$ cat src/rtl/spi_eeprom_boot_loader.sv
// rtl/spi_eeprom_boot_loader.sv - SPI EEPROM boot master that copies an image into on-chip memory
//
// Reads LOAD_BYTES from an M95xxx-class SPI EEPROM (READ 0x03, SPI mode 0),
// starting at START_ADDR, and writes them as little-endian DATA_W-bit words.
// Optional feature macro: BOOT_CHECKSUM_EN (one trailing checksum byte is
// read; err flags a nonzero 8-bit sum over image plus checksum).
//
// Ports:
//   clk          system clock
//   reset        asynchronous active-low reset
//   start        one-cycle load request, honoured when idle
//   miso         serial data from EEPROM Q
//   spi_clk_out  SPI clock, idles low
//   mosi_out     serial data to EEPROM D, MSB first
//   spi_en_out   chip select, active low
//   mem_we       one-cycle memory write strobe
//   mem_addr     word address, 0-based
//   mem_wdata    assembled word
//   busy         load in progress
//   done         sticky load-complete flag, cleared by the next start
//   err          checksum failure (constant 0 without BOOT_CHECKSUM_EN)
module spi_eeprom_boot_loader #(
    parameter int ADDR_BYTES = 2,
    parameter int START_ADDR = 0,
    parameter int LOAD_BYTES = 256,
    parameter int DATA_W     = 8,
    parameter int MEM_AW     = 8,
    parameter int CLK_DIV    = 4,
    parameter int AUTO_BOOT  = 1
) (
    input  logic              clk,
    input  logic              reset,
    input  logic              start,
    input  logic              miso,
    output logic              spi_clk_out,
    output logic              mosi_out,
    output logic              spi_en_out,
    output logic              mem_we,
    output logic [MEM_AW-1:0] mem_addr,
    output logic [DATA_W-1:0] mem_wdata,
    output logic              busy,
    output logic              done,
    output logic              err
);

    localparam int BPW = (DATA_W >= 8) ? DATA_W / 8 : 1;
    localparam int TX_BITS = 8 + 8 * ADDR_BYTES;
`ifdef BOOT_CHECKSUM_EN
    localparam int EXTRA = 1;
`else
    localparam int EXTRA = 0;
`endif
    localparam int TOTAL_BYTES = LOAD_BYTES + EXTRA;
    localparam int LOAD_WORDS  = LOAD_BYTES / BPW;
    localparam int DW = (CLK_DIV > 1) ? $clog2(CLK_DIV) : 1;
    localparam int TW = $clog2(TX_BITS + 1);
    localparam int BW = $clog2(TOTAL_BYTES + 1);
    localparam logic [31:0] SA = START_ADDR;
    localparam logic [TX_BITS-1:0] TX_WORD = {8'h03, SA[8*ADDR_BYTES-1:0]};

    if (ADDR_BYTES < 1 || ADDR_BYTES > 3 || !(DATA_W == 8 || DATA_W == 16 || DATA_W == 32) ||
        LOAD_BYTES < 1 || (LOAD_BYTES % BPW) != 0 || CLK_DIV < 1 ||
        (64'd1 << MEM_AW) < 64'(LOAD_WORDS)) begin : g_param_err
        $error("spi_eeprom_boot_loader: illegal parameter combination");
    end

    typedef enum logic [2:0] {IDLE, CS_SETUP, CMD, ADDR, DATA, CS_HOLD} state_t;

    state_t             state;
    logic [DW-1:0]      div_cnt;
    logic [TX_BITS-2:0] tx_sr;      // bits still to be sent after the one on mosi_out
    logic [TW-1:0]      tx_cnt;
    logic [6:0]         byte_sr;
    logic [2:0]         bit_cnt;
    logic [BW-1:0]      byte_cnt;
    logic [1:0]         lane;
    logic [DATA_W-1:0]  word_sr;
    logic               boot_pending;

    logic               half_done;
    logic               launch;
    logic               finish;
    logic               byte_done;
    logic [7:0]         new_byte;
    logic [DATA_W-1:0]  word_next;

    always_comb begin
        half_done = (div_cnt == DW'(CLK_DIV - 1));
        new_byte  = {byte_sr, miso};
        finish    = (state == CS_HOLD) && spi_en_out;
        // A start in the completion cycle chains straight into a new load.
        launch    = ((state == IDLE) && (start || boot_pending)) || (finish && start);
        byte_done = (state == DATA) && half_done && !spi_clk_out && (bit_cnt == 3'd7);
        word_next = word_sr;
        for (int k = 0; k < BPW; k++) begin
            if (lane == 2'(k)) word_next[8*k +: 8] = new_byte;
        end
    end

    always_ff @(posedge clk or negedge reset) begin
        if (!reset) begin
            state        <= IDLE;
            spi_clk_out  <= 1'b0;
            mosi_out     <= 1'b0;
            spi_en_out   <= 1'b1;
            mem_we       <= 1'b0;
            mem_addr     <= '0;
            mem_wdata    <= '0;
            busy         <= 1'b0;
            done         <= 1'b0;
            boot_pending <= (AUTO_BOOT != 0);
            div_cnt      <= '0;
            tx_sr        <= '0;
            tx_cnt       <= '0;
            byte_sr      <= '0;
            bit_cnt      <= '0;
            byte_cnt     <= '0;
            lane         <= '0;
            word_sr      <= '0;
        end else if (launch) begin
            state        <= CS_SETUP;
            busy         <= 1'b1;
            done         <= 1'b0;
            boot_pending <= 1'b0;
            mem_we       <= 1'b0;
            mem_addr     <= '0;
            spi_en_out   <= 1'b0;
            spi_clk_out  <= 1'b0;
            mosi_out     <= TX_WORD[TX_BITS-1];
            tx_sr        <= TX_WORD[TX_BITS-2:0];
            tx_cnt       <= '0;
            div_cnt      <= '0;
            bit_cnt      <= '0;
            byte_cnt     <= '0;
            lane         <= '0;
        end else begin
            mem_we <= 1'b0;
            // Address advances the clock after the strobe; it stays on the last word at the end.
            if (mem_we && (mem_addr != MEM_AW'(LOAD_WORDS - 1))) mem_addr <= mem_addr + MEM_AW'(1);
            case (state)
                IDLE: ;
                CS_SETUP: begin
                    if (half_done) begin
                        div_cnt     <= '0;
                        spi_clk_out <= 1'b1;
                        state       <= CMD;
                    end else begin
                        div_cnt <= div_cnt + DW'(1);
                    end
                end
                CMD, ADDR: begin
                    if (!half_done) begin
                        div_cnt <= div_cnt + DW'(1);
                    end else begin
                        div_cnt <= '0;
                        if (!spi_clk_out) begin
                            spi_clk_out <= 1'b1;
                        end else begin
                            spi_clk_out <= 1'b0;
                            mosi_out    <= tx_sr[TX_BITS-2];
                            tx_sr       <= {tx_sr[TX_BITS-3:0], 1'b0};
                            tx_cnt      <= tx_cnt + TW'(1);
                            if (tx_cnt == TW'(7)) state <= ADDR;
                            if (tx_cnt == TW'(TX_BITS - 1)) begin
                                state    <= DATA;
                                mosi_out <= 1'b0;
                            end
                        end
                    end
                end
                DATA: begin
                    if (!half_done) begin
                        div_cnt <= div_cnt + DW'(1);
                    end else begin
                        div_cnt <= '0;
                        if (!spi_clk_out) begin
                            // Rising edge: sample miso.
                            spi_clk_out <= 1'b1;
                            byte_sr     <= {byte_sr[5:0], miso};
                            bit_cnt     <= bit_cnt + 3'd1;
                            if (byte_done) begin
                                byte_cnt <= byte_cnt + BW'(1);
                                // The trailing checksum byte never reaches memory.
                                if (byte_cnt < BW'(LOAD_BYTES)) begin
                                    word_sr <= word_next;
                                    if (lane == 2'(BPW - 1)) begin
                                        lane      <= '0;
                                        mem_wdata <= word_next;
                                        mem_we    <= 1'b1;
                                    end else begin
                                        lane <= lane + 2'd1;
                                    end
                                end
                            end
                        end else begin
                            spi_clk_out <= 1'b0;
                            if (byte_cnt == BW'(TOTAL_BYTES)) state <= CS_HOLD;
                        end
                    end
                end
                CS_HOLD: begin
                    if (!spi_en_out) begin
                        if (half_done) begin
                            div_cnt    <= '0;
                            spi_en_out <= 1'b1;
                        end else begin
                            div_cnt <= div_cnt + DW'(1);
                        end
                    end else begin
                        state <= IDLE;
                        busy  <= 1'b0;
                        done  <= 1'b1;
                    end
                end
                default: state <= IDLE;
            endcase
        end
    end

`ifdef BOOT_CHECKSUM_EN
    logic [7:0] sum;
    logic       err_q;

    always_ff @(posedge clk or negedge reset) begin
        if (!reset) begin
            sum   <= '0;
            err_q <= 1'b0;
        end else if (launch) begin
            sum   <= '0;
            err_q <= 1'b0;
        end else if (byte_done) begin
            sum <= sum + new_byte;
        end else if (finish) begin
            err_q <= (sum != 8'd0);
        end
    end

    assign err = err_q;
`else
    assign err = 1'b0;
`endif

endmodule
$ cat config.mk
export PLATFORM = sky130hd
export DESIGN_NAME = spi_eeprom_boot_loader
export DESIGN_NICKNAME = d
export VERILOG_FILES = /design/src/rtl/spi_eeprom_boot_loader.sv
export SDC_FILE = /design/constraint.sdc
export NUM_CORES = 1
export LEC_CHECK = 0
export CORE_UTILIZATION = 57
export DETAILED_ROUTE_END_ITERATION = 6
export PLACE_DENSITY_LB_ADDON = 0.2
export SETUP_SLACK_MARGIN = 0.2
export SYNTH_ARGS = -nofsm -noshare
export SYNTH_HDL_FRONTEND = slang
export SYNTH_SLANG_ARGS = --single-unit
$ cat constraint.sdc
create_clock -name clk -period 2.6 [get_ports clk]
set_input_delay 0.52 -clock clk [delete_from_list [all_inputs] [get_ports clk]]
set_output_delay 0.52 -clock clk [all_outputs]
set_load 0.005 [all_outputs]
* Yosys cells after proc, flatten, opt, wreduce, memory -nomap -nowiden
Index checks and enable logic that the tools add are counted.
** Word-level totals
- Register bits :: 85
- Output and inout bits :: 23
- Word-level logic and storage cells :: 156
** Operators by class
- $add $sub $neg :: 6
- Magnitude comparators :: 1
- Equality and inequality tests :: 23
- Muxes and demuxes :: 69
- Bitwise logic cells :: 2
- Reduce and logical (&&, ||, !) cells :: 37
** Operator list (number)
- 2-to-1 mux 23 bit :: 4
- 2-to-1 mux 9 bit :: 5
- 2-to-1 mux 3 bit :: 14
- 2-to-1 mux 1 bit :: 26
- 2-to-1 mux 8 bit :: 3
- inequality test 3 bit, second input constant :: 7
- 2-to-1 mux 2 bit :: 10
- 2-to-1 mux 5 bit :: 4
- nonzero test 2 bit :: 9
- one-hot mux 3 bit (5 select lines) :: 1
- adder 9 x 1 -> 9 bit, second input constant :: 1
- == test 3 bit, second input constant :: 3
- == test 9 bit, second input constant :: 1
- less-than comparator 9 bit, second input constant :: 1
- AND reduction 3 bit :: 3
- AND reduction 9 bit :: 1
- adder 8 x 1 -> 8 bit, second input constant :: 1
- inequality test 8 bit, second input constant :: 1
- AND reduction 4 bit :: 2
- logical AND 1 bit :: 7
- AND reduction 7 bit :: 1
- == test 3 x 2 -> 1 bit, second input constant :: 2
- AND reduction 6 bit :: 1
- nonzero test 3 bit :: 2
- 24 further kinds :: 28

* Longest topological paths before layout
Gate-level depths: netlist (run 1).
- Depth after elaboration :: 9
- Mapped depth :: 7

* Worst setup path before layout (run 1)
OpenSTA, ideal clock, no wires.
- Kind :: register to register
- Start point :: reg div_cnt[0]
- End point :: reg mem_wdata[0]
- Arrival time :: 1.846 ns
- Data required time :: 2.475 ns
- Path slack :: 0.629 ns
- Cell stages (with the launch flop) :: 8
- Buffers on the path :: 2
- Period minus slack after synthesis :: 1.971 ns
- Cell sequence :: dfrtp_1 -> ha_1 -> buf_2 -> nor4b_4 -> nand3_4 -> nor3_4 -> buf_12 -> mux2_4
** Between the ends
- Cells in the longest elaborated chain, start to end :: 5
** Ends and longest elaborated chain
- start, declared :: line 70 : logic [DW-1:0] div_cnt;
- start signal, assigned :: line 148 : div_cnt <= div_cnt + DW'(1);
- start signal, assigned :: line 153 : div_cnt <= div_cnt + DW'(1);
- start signal, assigned :: line 173 : div_cnt <= div_cnt + DW'(1);
- == test 2 bit (*) :: line 88 : half_done = (div_cnt == DW'(CLK_DIV - 1));
- logical AND 1 bit (3 in series) :: line 93 : byte_done = (state == DATA) && half_done && !spi_clk_out && (bit_cnt == 3'd7);
- AND reduction 7 bit (no line) (*)
- end signal, assigned :: line 188 : mem_wdata <= word_next;
- end, declared :: line 40 : output logic [DATA_W-1:0] mem_wdata,
Every way passes the cells marked *; elsewhere a longest branch is shown, timed or not.
A chain may end at the register's enable or synchronous reset.

* Worst setup path after layout (run 1)
- Start point :: reg byte_cnt[0]
- End point :: reg state[0]
** Between the ends
- Cells in the longest elaborated chain, start to end :: 3
** Ends and longest elaborated chain
- start, declared :: line 75 : logic [BW-1:0] byte_cnt;
- start signal, assigned :: line 182 : byte_cnt <= byte_cnt + BW'(1);
- == test 9 bit :: line 197 : if (byte_cnt == BW'(TOTAL_BYTES)) state <= CS_HOLD;
- inequality test 3 x 2 -> 1 bit (no line)
- AND reduction 9 bit (no line)
- end signal, assigned :: line 197
- end signal, assigned :: line 210 : state <= IDLE;
- end signal, assigned :: line 215 : default: state <= IDLE;
- end, declared :: line 69 : state_t state;
No other way between the ends.

==> summary.txt, run 1 <==
CTS
  – Num CTS Buffers: 9
  – Setup Buffers After CTS: 0
  – Clock Latency Late Sink: 0.34 ns
  – Number of clock sinks: between 60 and 70
  – CTS tree: built
  – Hold_buf cts: 0
  – Clock Path Buffers: 2
  – Gates resized, CTS repair: 0
  – Clock root cell: clkbuf_8
  – H-tree Lvls: 3
  – Clk slew on worst S/H paths: about 0.07 ns

Pwr
  – Power Density: approximately 750 mW/mm2
  – Lkg Pwr: about 1.6 nW
  – VDD IR max: a little under 0.5 mV

Synthesis
  – Mapped Area: approximately 0.0030 mm2
  – Number of synthesized register bits: just over 60
  – Yosys top cell area share: 0.4868
  – Post-synth ARST share: 1.000
  – Main synth FF type: dfrtp_1
  – Mapped Avg Cell Area: between 10 and 15 um2
  – Yosys cell types: 50
  – Sequential share of the synthesized area: 0.5041
  – Yosys warns: 0
  – Post-synth EDFFs: 0
  – Synth area leaders: dfrtp_1 49%, mux2_4 4.0%, ha_1 3.7%, nand2_1 3.7%, o21ai_0 3.5%
  – Top cells by count, synth: 59 x dfrtp_1, 30 x nand2_1, 22 x nor2_1
  – Synthesized instance count: ~290
  – Area leader, netlist: dfrtp_1
  – Top-count cell post-synth: dfrtp_1
  – Syn Nets: ~300

Floorplan
  – DIE AREA: between 0.005 and 0.006 mm2
  – Starting density of the core: 0.5938
  – Boundary Pins: 27
  – Core Region: between 0.005 and 0.006 mm2
  – Die Span X: about 75 um
  – Die Ht: about 75 um
  – Row count: 26

Finish
  – Design area: between 0.003 and 0.004 mm2
  – Fin util: 0.6992
  – Fin cells: between 300 and 400
  – Final nets: roughly 330
  – Layout cells sized above 1: 0.1641
  – Area Growth Syn to Fin: 17.74%
  – Diodes inserted: 0

Route
  – Total number of vias: roughly 2200
  – Initial drt markers: approximately 150
  – Routed wire length: 5881 um
  – First-pass DRT Iterations: 6
  – Wire per inst: about 15 um
  – Drt drc: 1
  – ANT nets after route: 0
  – Via-per-instance ratio: between 5 and 6

Timing
  – Fin. max-slew vios: 0
  – Layout Skew: ~0.0073 ns
  – F_max: approximately 480 MHz
  – Worst relative slew slack: 0.5292
  – Setup violators final: 0
  – Post-layout minimum cycle time: 2.068 ns
  – Worst Max-Slew Pin Slew: ~0.7 ns
  – Setup_tns: 0 ns
  – Fin crit share: 0.7953
  – Hold Fails Final Rpt: 0
  – RSZ-0062 raised after global routing: false
  – WHS: 0.1784 ns

Setup path
  – CP required: roughly 2.9 ns
  – Worst Path Arrival: about 2.3 ns
  – Startpoint types: flop
  – CP max FO: 5
  – CP endpoint kind: flop
  – WS Path Type: reg2reg

Global route
  – Vias in the first global route: 2092
  – Total global-route track usage: 0.2406
  – Largest net degree at the start of global routing: 37
  – First-pass GRT wire length: approximately 10000 um
  – Overflow left after global routing: 0
  – Antenna violations before repair: 0

Placed design
  – Placed instance area: 0.003357 mm2
  – Cells after DPL: 377
  – Post-DP HPWL: ~4000 um
  – Port Buffer Count: 25
  – GPL Wtd Cong: approximately 0.75

Run status
  – Violated checks: DRC
  – Outcome: finished with violations

Min path
  – HP Class: in2async

Run
  – Number of max-cap violations: 0
cell families after synthesis:
kind of cell,Yosys count,synth area share
mux,21,0.08622
xor+xnor,10,0.02888
other cells,1,0.001236
buf+inv,24,0.04249
fa+ha+maj,9,0.03713
compound gates,56,0.1114
flops,61,0.5041
simple gates,106,0.1885
per-stage QoR:
step / power, mW / worst slack [ns]
CTS: 2.716 / 0.5323
detailed placement: 1.777 / 0.3038
floorplan: 1.591 / 0.6293
finish: 2.689 / 0.5322
global route: 2.850 / 0.4576
global placement: 1.747 / 0.3589
worst paths after layout:
path / start / depth (start not counted) / slack [ns] / endpoint
setup reg to reg: byte_cnt[0] / 6 / 0.53 / state[0]
hold reg to reg: tx_sr[19] / 2 / 0.49 / tx_sr[20]
max in group asynchronous: reset / 2 / 1.77 / boot_pending
hold / removal: reset / 1 / 0.18 / busy
setup / recovery: byte_cnt[0] / 6 / 0.53 / state[0]
min in group clk: tx_sr[19] / 2 / 0.49 / tx_sr[20]
cell type report:
| type | instances | area, um2 |
|---|---|---|
| Fill cell | 395 | 1536 |
| Sequential cell | 61 | 1529 |
| Clock buffer | 10 | 127.6 |
| Tap cell | 70 | 87.58 |
| Clock inverter | 6 | 86.33 |
| Multi-Input combinational cell | 203 | 1378 |
| Inverter | 8 | 30.03 |
| Timing Repair Buffer | 35 | 332.8 |
layer usage:
metal | global-route usage | vias to the layer above | share of wire
li1 | - | 1085 | -
met1 | 0.3156 | 1073 | 0.46
met2 | 0.3684 | 40 | 0.49
met3 | 0.08032 | 9 | 0.038
met4 | 0.1006 | 0 | 0.014
met5 | 0 | - | 0
where the power goes:
| group | total [mW] | switching (mW) | internal (mW) | leakage, nW |
|---|---|---|---|---|
| logic | 0.499 | 0.257 | 0.242 | 0.692 |
| registers | 1.26 | 0.164 | 1.10 | 0.796 |
| clock network | 0.927 | 0.387 | 0.540 | 0.107 |
registers in the layout (all words and copies together), names as in the netlist, 3 cells and up:
name,count
byte_cnt,9
mem_addr,8
mem_wdata,8
byte_sr,7
tx_sr,7
tx_cnt,5
bit_cnt,3
state,3
critical path, cell delays in order (launching register included):
cell     delay [ns]
dfrtp_1        0.43
inv_1          0.08
ha_1           0.13
or4b_2         0.60
o31a_1         0.31
a32oi_1        0.21
mux2i_1        0.22
cell usage in the layout (no fill, tap or decap), drive strengths merged, types with 2 or more instances in the layout:
cell / instances
a32oi: 2
buf: 11
o31a: 2
inv: 9
nor3: 5
nand4: 8
o211ai: 3
nand2: 30
or3: 9
clkbuf: 10
and3: 5
bufinv: 2
nand3: 12
dfstp: 2
ha: 9
and2: 2
mux2: 17
xor2: 9
o21ai: 21
a21oi: 16
dfrtp: 59
nor2: 22
o31ai: 2
clkdlybuf4s50: 24
nor2b: 4
clkinv: 2
mux2i: 4
or4b: 2
Power figures use the tool's default switching activity.
==> inputs of run 2 (changes only) <==
Clock period 2.6 ns to 1.94 ns, I/O delays scaled along.
==> run 2 against run 1 <==
Sequential share of layout area fell by 2.4 points. The run now ends clean. Clock skew rose by 0.0027 ns. Global-route usage rose by 0.065 points. Largest power group unchanged. Via count rose by 3.9%.
==> summary.txt, run 2 (same netlist as run 1, synthesis figures left out) <==
Run status
  – Outcome: finished clean (was finished with violations)

Setup path
  – Startpoint types: flop (unchanged)
  – Worst Setup SP: spi_clk_out (was byte_cnt[0])
  – Critical path's slowest cell: dfrtp_1 (was or4b_2)
  – Reg2Reg Setup Slack: 0.14 ns (was 0.53 ns)
  – Worst Path Arrival: 2.07 ns (was 2.33 ns)
  – Bufs and invs on worst path: 2 (was 1)
  – WS Path Type: reg2reg (unchanged)
  – Slowest stage delay, CP: 0.41 ns (was 0.60 ns)
  – CP required: 2.21 ns (was 2.86 ns)
  – Terminus of the critical flop-to-flop path: byte_cnt[7] (was state[0])
  – Critical R2R Launch: spi_clk_out (was byte_cnt[0])
  – Critical Path Stages: 6 (unchanged)
  – CP max FO: 4 (was 5)
  – Worst Reg-to-Reg Cells: 6 (unchanged)
  – Ordered list of cells on the worst path: buf_6 > nor4b_4 > buf_4 > nand4_1 > or3_1 > a21oi_1 (was inv_1 > ha_1 > or4b_2 > o31a_1 > a32oi_1 > mux2i_1)
  – CP endpoint kind: flop (unchanged)
  – CP Capture Point: byte_cnt[7] (was state[0])
  – Critical path's top delay family: simple AND/OR/NAND/NOR gates (unchanged)

Route
  – Initial drt markers: 136 (was 149)
  – First-pass DRT Iterations: 4 (was 6)
  – Total number of vias: 2294 (was 2207)
  – ANT nets after route: 0 (unchanged)
  – Via-per-instance ratio: 5.568 (was 5.616)
  – Drt drc: 0 (was 1)
  – Wire per inst: 14.66 um (was 14.96 um)
  – Routed wire length: 6039 um (was 5881 um)

Finish
  – Area Growth Syn to Fin: 25.00% (was 17.74%)
  – Diodes inserted: 0 (unchanged)
  – Most frequent cells in the layout: 56 x dfrtp_1, 29 x nand2_1, 23 x clkdlybuf4s50_1, 23 x buf_4 (was 59 x dfrtp_1, 30 x nand2_1, 24 x clkdlybuf4s50_1)
  – Top Registers: byte_cnt (9), mem_addr (8), mem_wdata (8) (unchanged)
  – Layout cells sized above 1: 0.2456 (was 0.1641)
  – Final nets: 350 (was 331)
  – Max reg flops: 9 (unchanged)
  – Most flops, register: byte_cnt (unchanged)
  – Number of fill cells: 373 (was 395)
  – Most common cell after layout, fill and taps aside: dfrtp_1 (unchanged)

Timing
  – Setup_tns: 0 ns (unchanged)
  – Layout Skew: 0.01001 ns (was 0.007314 ns)
  – Final worst setup slack: 0.1396 ns (was 0.5322 ns)
  – WHS: 0.4890 ns (was 0.1784 ns)
  – Fin. max-slew vios: 0 (unchanged)
  – Post-layout minimum cycle time: 1.800 ns (was 2.068 ns)
  – Hold Fails Final Rpt: 0 (unchanged)
  – Fin crit share: 0.9280 (was 0.7953)
  – Setup violators final: 0 (unchanged)
  – RSZ-0062 raised after global routing: true (was false)
  – F_max: 555.4 MHz (was 483.6 MHz)

CTS
  – CTS tree: built (unchanged)
  – Num CTS Buffers: 9 (unchanged)
  – Clock root cell: clkbuf_8 (unchanged)
  – Clock Latency Late Sink: 0.34 ns (about the same)
  – Number of clock sinks: 61 (unchanged)
  – Clk slew on worst S/H paths: 0.08 ns (was 0.07 ns)
  – H-tree Lvls: 3 (unchanged)
  – Clock Path Buffers: 2 (unchanged)

Placed design
  – Port Buffer Count: 25 (unchanged)
  – GPL Wtd Cong: 0.7845 (was 0.7457)
  – Place WS: 0.07832 ns (was 0.3038 ns)
  – Post-DP HPWL: 3769 um (was 4038 um)

Floorplan
  – Row count: 26 (unchanged)
  – Die Ht: 74.95 um (unchanged)
  – DIE AREA: 0.005617 mm2 (unchanged)
  – Core Region: 0.005107 mm2 (unchanged)
  – Die Span X: 74.95 um (unchanged)
  – Starting density of the core: 0.5938 (unchanged)
  – Boundary Pins: 27 (unchanged)

Pwr
  – Pwr Total: 3.616 mW (was 2.689 mW)
  – VDD IR max: 0.6745 mV (was 0.4903 mV)
  – Lkg Pwr: 1.689 nW (was 1.594 nW)
  – Power Density: 953.9 mW/mm2 (was 753.1 mW/mm2)

Global route
  – Overflow left after global routing: 0 (unchanged)
  – Total global-route track usage: 0.2413 (was 0.2406)
  – Vias in the first global route: 2148 (was 2092)
  – Antenna violations before repair: 0 (unchanged)
  – Largest net degree at the start of global routing: 46 (was 37)
  – First-pass GRT wire length: 10010 um (was 9894 um)

Run
  – Number of max-cap violations: 0 (unchanged)

Min path
  – HP Class: in2async (unchanged)
[run 2: cell count changes in the layout (fill, tap and decap cells not counted), moves of 3 or more]
cell     change
buf_12       +3
buf_4       +14
dfrtp_2      +3
dfrtp_1      -3
[run 2: how the worst min path moves through the flow]
stage	cells after the start	to	from
after floorplan	0	bit_cnt[0]	reset
after global placement	1	done	reset
after detailed placement	1	state[2]	reset
after CTS	2	tx_sr[21]	tx_sr[20]
after global routing	2	tx_sr[21]	tx_sr[20]
final	2	div_cnt[0]	reset
[run 2: final cells by class]
class	count	area (um2)	area share
sequential	61	1533	0.4043
multi-input combinational	203	1424	0.3756
timing repair buffer	54	518.0	0.1366
clock buffer	9	123.9	0.03267
tap	70	87.58	0.02310
clock inverter	7	75.07	0.01980
inverter	8	30.03	0.007921
[run 2: repair_timing]
item	CTS	global route
gates cloned	0	0
setup endpoints to repair	22	30
hold buffers	1	0
pin swaps	1	5
gates resized for setup	3	13
buffers inserted	10	2
hold endpoints to repair	15	0
[run 2: power breakdown]
group / switching, mW / internal (mW) / leakage (nW)
Combinational: 0.423 / 0.412 / 0.806
Sequential: 0.161 / 1.48 / 0.791
Clock: 0.548 / 0.597 / 0.0918
Total: 1.13 / 2.48 / 1.69
[run 2: metal layers]
layer,part of all wire,track usage,vias to the layer above
li1,-,-,1117
met1,0.48,0.3407,1116
met2,0.46,0.3654,49
met3,0.035,0.05087,12
met4,0.019,0.09853,0
met5,0,0,-
[run 2: stage by stage]
| step | utilization | instances | cell area (um2) |
|---|---|---|---|
| floorplan | - | 288 | 3048 |
| global placement | 0.6749 | 383 | 3447 |
| detailed placement | 0.6749 | 383 | 3447 |
| CTS | 0.7317 | 410 | 3737 |
| global route | 0.7423 | 412 | 3791 |
| finish | 0.7423 | 412 | 3791 |
[run 2: worst register-to-register path, cell delays in order, from the launching register on]
cell     delay, ns
dfrtp_1       0.41
buf_6         0.13
nor4b_4       0.29
buf_4         0.20
nand4_1       0.19
or3_1         0.39
a21oi_1       0.12
